## config.mk

```make
export PLATFORM = sky130hd
export DESIGN_NAME = serial_demux_ctrl
export DESIGN_NICKNAME = d
export VERILOG_FILES = /design/src/rtl/serial_demux_ctrl.sv
export SDC_FILE = /design/constraint.sdc
export NUM_CORES = 1
export LEC_CHECK = 0
export BUFFER_PORTS_ARGS = -buffer_cell sky130_fd_sc_hd__clkbuf_2
export CORE_MARGIN = 2
export CORE_UTILIZATION = 57
export CTS_CLUSTER_SIZE = 24
export DETAILED_ROUTE_END_ITERATION = 7
export PLACE_DENSITY = 0.9
export SYNTH_ARGS = -nofsm -noshare
export SYNTH_HDL_FRONTEND = slang
export SYNTH_SLANG_ARGS = --single-unit
```

## constraint.sdc

```tcl
create_clock -name clk -period 4.05 [get_ports clk]
set_input_delay 0.6075 -clock clk [delete_from_list [all_inputs] [get_ports clk]]
set_output_delay 0.6075 -clock clk [all_outputs]
set_load 0.005 [all_outputs]
```

## src/rtl/serial_demux_ctrl.sv

```systemverilog
// serial_demux_ctrl: serial frame receiver and demultiplexer.
// Frame layout on SerIn (idle high): start bit (0), PORT_BITS address bits,
// LEN_BITS length bits (both MSB-first), then Len payload bits. Payload bits
// are passed straight through to SerOut[port] with a one-hot valid.
module serial_demux_ctrl #(
  parameter  int PORT_BITS = 2,
  parameter  int LEN_BITS  = 4,
  localparam int NUM_CH    = 2 ** PORT_BITS
) (
  input  logic                 clk,
  input  logic                 rst,
  input  logic                 clkEn,
  input  logic                 SerIn,
  output logic [NUM_CH-1:0]    SerOut,
  output logic [NUM_CH-1:0]    SerOutValid,
  output logic [PORT_BITS-1:0] PortId,
  output logic [LEN_BITS-1:0]  Len,
  output logic                 Done
);

  // Bit counter is sized to count through the longer of the two header fields.
  localparam int MAX_HDR = (PORT_BITS > LEN_BITS) ? PORT_BITS : LEN_BITS;
  localparam int CNT_W   = $clog2(MAX_HDR) + 1;
  localparam logic [CNT_W-1:0] PORT_LAST = CNT_W'(PORT_BITS - 1);
  localparam logic [CNT_W-1:0] LEN_LAST  = CNT_W'(LEN_BITS - 1);

  typedef enum logic [1:0] {
    ST_IDLE = 2'd0,
    ST_PORT = 2'd1,
    ST_LEN  = 2'd2,
    ST_DATA = 2'd3
  } state_t;

  state_t               state_r;
  logic [PORT_BITS-1:0] port_r;
  logic [LEN_BITS-1:0]  len_r;
  logic [CNT_W-1:0]     bit_cnt_r;
  logic [LEN_BITS-1:0]  data_cnt_r;
  logic [PORT_BITS-1:0] port_id_r;
  logic [LEN_BITS-1:0]  len_id_r;

  // Shift candidates: concatenating before truncation keeps PORT_BITS=1 legal.
  logic [PORT_BITS:0]   port_cat_s;
  logic [LEN_BITS:0]    len_cat_s;
  logic [PORT_BITS-1:0] port_next_s;
  logic [LEN_BITS-1:0]  len_next_s;
  logic [NUM_CH-1:0]    ser_out_s;
  logic [NUM_CH-1:0]    valid_s;

  assign port_cat_s  = {port_r, SerIn};
  assign len_cat_s   = {len_r, SerIn};
  assign port_next_s = port_cat_s[PORT_BITS-1:0];
  assign len_next_s  = len_cat_s[LEN_BITS-1:0];

  // Frame sequencer: header shifting, latching of PortId/Len, payload counting.
  always_ff @(posedge clk or posedge rst) begin
    if (rst) begin
      state_r    <= ST_IDLE;
      port_r     <= '0;
      len_r      <= '0;
      bit_cnt_r  <= '0;
      data_cnt_r <= '0;
      port_id_r  <= '0;
      len_id_r   <= '0;
    end else if (clkEn) begin
      case (state_r)
        ST_IDLE: begin
          if (SerIn == 1'b0) begin
            state_r   <= ST_PORT;
            bit_cnt_r <= '0;
          end
        end
        ST_PORT: begin
          port_r <= port_next_s;
          if (bit_cnt_r == PORT_LAST) begin
            state_r   <= ST_LEN;
            port_id_r <= port_next_s;
            bit_cnt_r <= '0;
          end else begin
            bit_cnt_r <= bit_cnt_r + CNT_W'(1);
          end
        end
        ST_LEN: begin
          len_r <= len_next_s;
          if (bit_cnt_r == LEN_LAST) begin
            len_id_r  <= len_next_s;
            bit_cnt_r <= '0;
            if (len_next_s == '0) begin
              // Empty frame: no payload, straight back to idle.
              state_r <= ST_IDLE;
            end else begin
              state_r    <= ST_DATA;
              data_cnt_r <= len_next_s;
            end
          end else begin
            bit_cnt_r <= bit_cnt_r + CNT_W'(1);
          end
        end
        ST_DATA: begin
          // Leave on the last payload bit so the counter never wraps.
          data_cnt_r <= data_cnt_r - LEN_BITS'(1);
          if (data_cnt_r == LEN_BITS'(1)) begin
            state_r <= ST_IDLE;
          end
        end
        default: begin
          state_r <= ST_IDLE;
        end
      endcase
    end
  end

  // Payload passthrough: zero-latency routing of SerIn to the addressed channel.
  always_comb begin
    ser_out_s = '0;
    valid_s   = '0;
    if (state_r == ST_DATA) begin
      ser_out_s[port_r] = SerIn;
      valid_s[port_r]   = clkEn;
    end else begin
      ser_out_s = '0;
      valid_s   = '0;
    end
  end

  assign SerOut      = ser_out_s;
  assign SerOutValid = valid_s;
  assign PortId      = port_id_r;
  assign Len         = len_id_r;
  assign Done        = (state_r == ST_IDLE);

endmodule

```

==> run summary <==
Setup Viol. Count Final -> 0
Via count -> 899
Final Skew -> 7.369 ps
CP Data Required Time -> 3440 ps
Worst-path clk slew -> 110 ps
Gr ovfl total -> 0
Max cap viols -> 0
Post-synth EDFFs -> 0
Multi-input logic area -> 628.1 um^2
Overall routing resource usage -> 0.1975
Most common cell in the netlist -> dfrtp_1
H-tree depth -> 1
Most area-hungry cell type in the Yosys netlist -> dfrtp_1
CP arrival -> 1730 ps
Largest net degree at the start of global routing -> 21
Residual DRC -> 0
Area growth, synth to finish -> 11.05%
Syn avg cell area -> 10.16 um^2
Core Rows -> 16
Diodes inserted -> 0
Worst skew pair latency -> 290 ps
Cell Pwr Density -> 644.1 mW/mm^2
Total core area -> 0.001962 mm^2
Post-synth net total -> 132
DR WL/cell -> 13.47 um
Hold Buf Count CTS -> 0
Post-CTS setup buffer count -> 0
Die Y -> 49.67 um
Dominant cells by area after synthesis -> dfrtp_1, ha_1, mux2_2
Final Cycle Share -> 0.5782
Worst Tran Pin Value -> 750.3 ps
Setup TNS -> 0 ps
DRT Wirelength -> 2195 um
Peak Freq -> 427.0 MHz
Final ANT Viol Nets -> 0
CP endpoint kind -> output port
Synth cell types -> 33
DP Cell Count -> 160
Max_slew headroom -> 0.4993
CP Class -> reg -> out
DR vias/cell -> 5.515
RSZ-0062 raised after global routing -> no
Status -> finished clean
Die area -> 0.002467 mm^2
Fillers -> 159
Initial DRC Count -> 11
Initial Utilization -> 0.6059
Finished Layout Cells -> 163
TritonCTS clock tree -> yes
Min cycle time layout -> 2342 ps
Flops & latches, synth -> 20
Syn Inst Count -> 117
CP max FO -> 13
# IOs -> 19
Yosys top cell area share -> 0.4211
Antenna violations before repair -> 0
Final RePlAce weighted congestion -> 0.8319
Synth cell count leaders -> dfrtp_1, nand2_1, inv_1, ha_1, nor2_1
Sequential area share after synthesis -> 0.4211
Top FF cell, synth -> dfrtp_1
VDD IR max -> 321.9 uV
Pleak -> 0.6455 nW
Slew Limit Fails -> 0
Hpwl dp -> 1781 um
Die Wd -> 49.67 um
Clock sinks -> 20
Vias in the first global route -> 920
Layout cells sized above 1 -> 0.2426
PostCTS Resize Cnt -> 0
TritonCTS buffer count -> 3
PortBufs -> 18
First-pass DRT Iterations -> 6
Internal reg-to-reg setup slack -> 2170 ps
Power Total -> 0.8502 mW
Fin. Hold Viols -> 0
YS warnings -> 0
Clock root cell -> clkbuf_4
Class of the worst hold path -> in -> async
Worst setup SP type -> flop
NumNets Final -> 153
Reg area -> 500.5 um^2
Fin Hold WS -> 405.0 ps
First-pass GRT wire length -> 3850 um
Mapped Area -> 0.001189 mm^2
Worst-case clock buffer depth -> 2
Asr flop ratio synth -> 1.000
==> registers in the layout (all words and copies together) (netlist names) <==
register and flops:
Len 4, data_cnt_r 4, bit_cnt_r 3, len_r 3
PortId 2, port_r 2, state_r 2
==> per-layer routing <==
metal / GRT usage / part of all wire / up-vias
met5: 0 / 0 / -
met4: 0.02778 / 0 / 0
met3: 0.02727 / 0.020 / 0
met2: 0.3867 / 0.53 / 15
met1: 0.2290 / 0.45 / 439
li1: - / - / 445
==> report_power, final <==
part | leakage [nW] | internal [mW] | switching, mW
Combinational | 0.377 | 0.180 | 0.219
Sequential | 0.254 | 0.277 | 0.0826
Clock | 0.0138 | 0.0345 | 0.0569
Total | 0.645 | 0.492 | 0.358
==> worst max-delay path, stage by stage (launching register included) <==
cell and delay [ps]:
dfrtp_1 410, ha_1 430, nand2_1 250, nor3_1 210, clkbuf_2 140
==> through the flow <==
stage	utilization	setup slack, ps	instance area [um^2]
floorplan	-	2276	1189
global placement	0.6614	2168	1297
detailed placement	0.6614	2060	1297
CTS	0.6728	1727	1320
global route	0.6728	1538	1320
finish	0.6728	1708	1320
==> cell usage in the layout, fill, tap and decap left out <==
master / instances
nand2b_1: 6
nand3b_1: 1
a32oi_1: 1
nand3_1: 3
nand3_4: 1
a32o_1: 1
nor3_1: 3
nand2_1: 13
clkbuf_4: 3
o22ai_1: 1
or3b_1: 1
a2bb2oi_1: 1
a22o_1: 2
clkbuf_2: 18
a221oi_2: 1
o22ai_2: 1
nor4_4: 1
a31oi_1: 1
a21oi_1: 3
o211ai_1: 1
mux2i_1: 1
mux2_2: 7
ha_1: 11
dfrtp_1: 20
a21bo_2: 1
inv_1: 12
nor2_1: 8
mux2_1: 2
or2_1: 1
o21ai_0: 6
o21ai_1: 2
a22oi_1: 1
nor2b_1: 1
==> cell type report <==
cell class,instances,area share
flip-flops and latches,20,0.3791
multi-input cells,83,0.4758
inverters,12,0.03412
repair buffers,18,0.06825
well taps,27,0.02559
clock buffers,3,0.01706
==> path summary, 6_finish.rpt <==
check	startpoint	to	cells past startpoint
hold / removal	rst	Len[3]	2
max in group asynchronous	rst	PortId[1]	2
setup reg to reg	state_r[0]	data_cnt_r[2]	5
min in group clk	PortId[0]	PortId[0]	1
setup / recovery	state_r[0]	SerOutValid[0]	4
hold reg to reg	PortId[0]	PortId[0]	1
==> logic make-up (layout without fill, tap and decap cells) <==
kind of cell	after synthesis	in the layout	share of synthesized area
AND/OR/NAND/NOR	39	39	0.1800
multiplexers	10	10	0.09369
flip-flops	20	20	0.4211
buffers and inverters	14	33	0.05052
AO/OA/AOI/OAI	23	23	0.1390
adder cells (fa/ha/maj)	11	11	0.1158
Note: power is estimated with default switching activity, not from simulation.
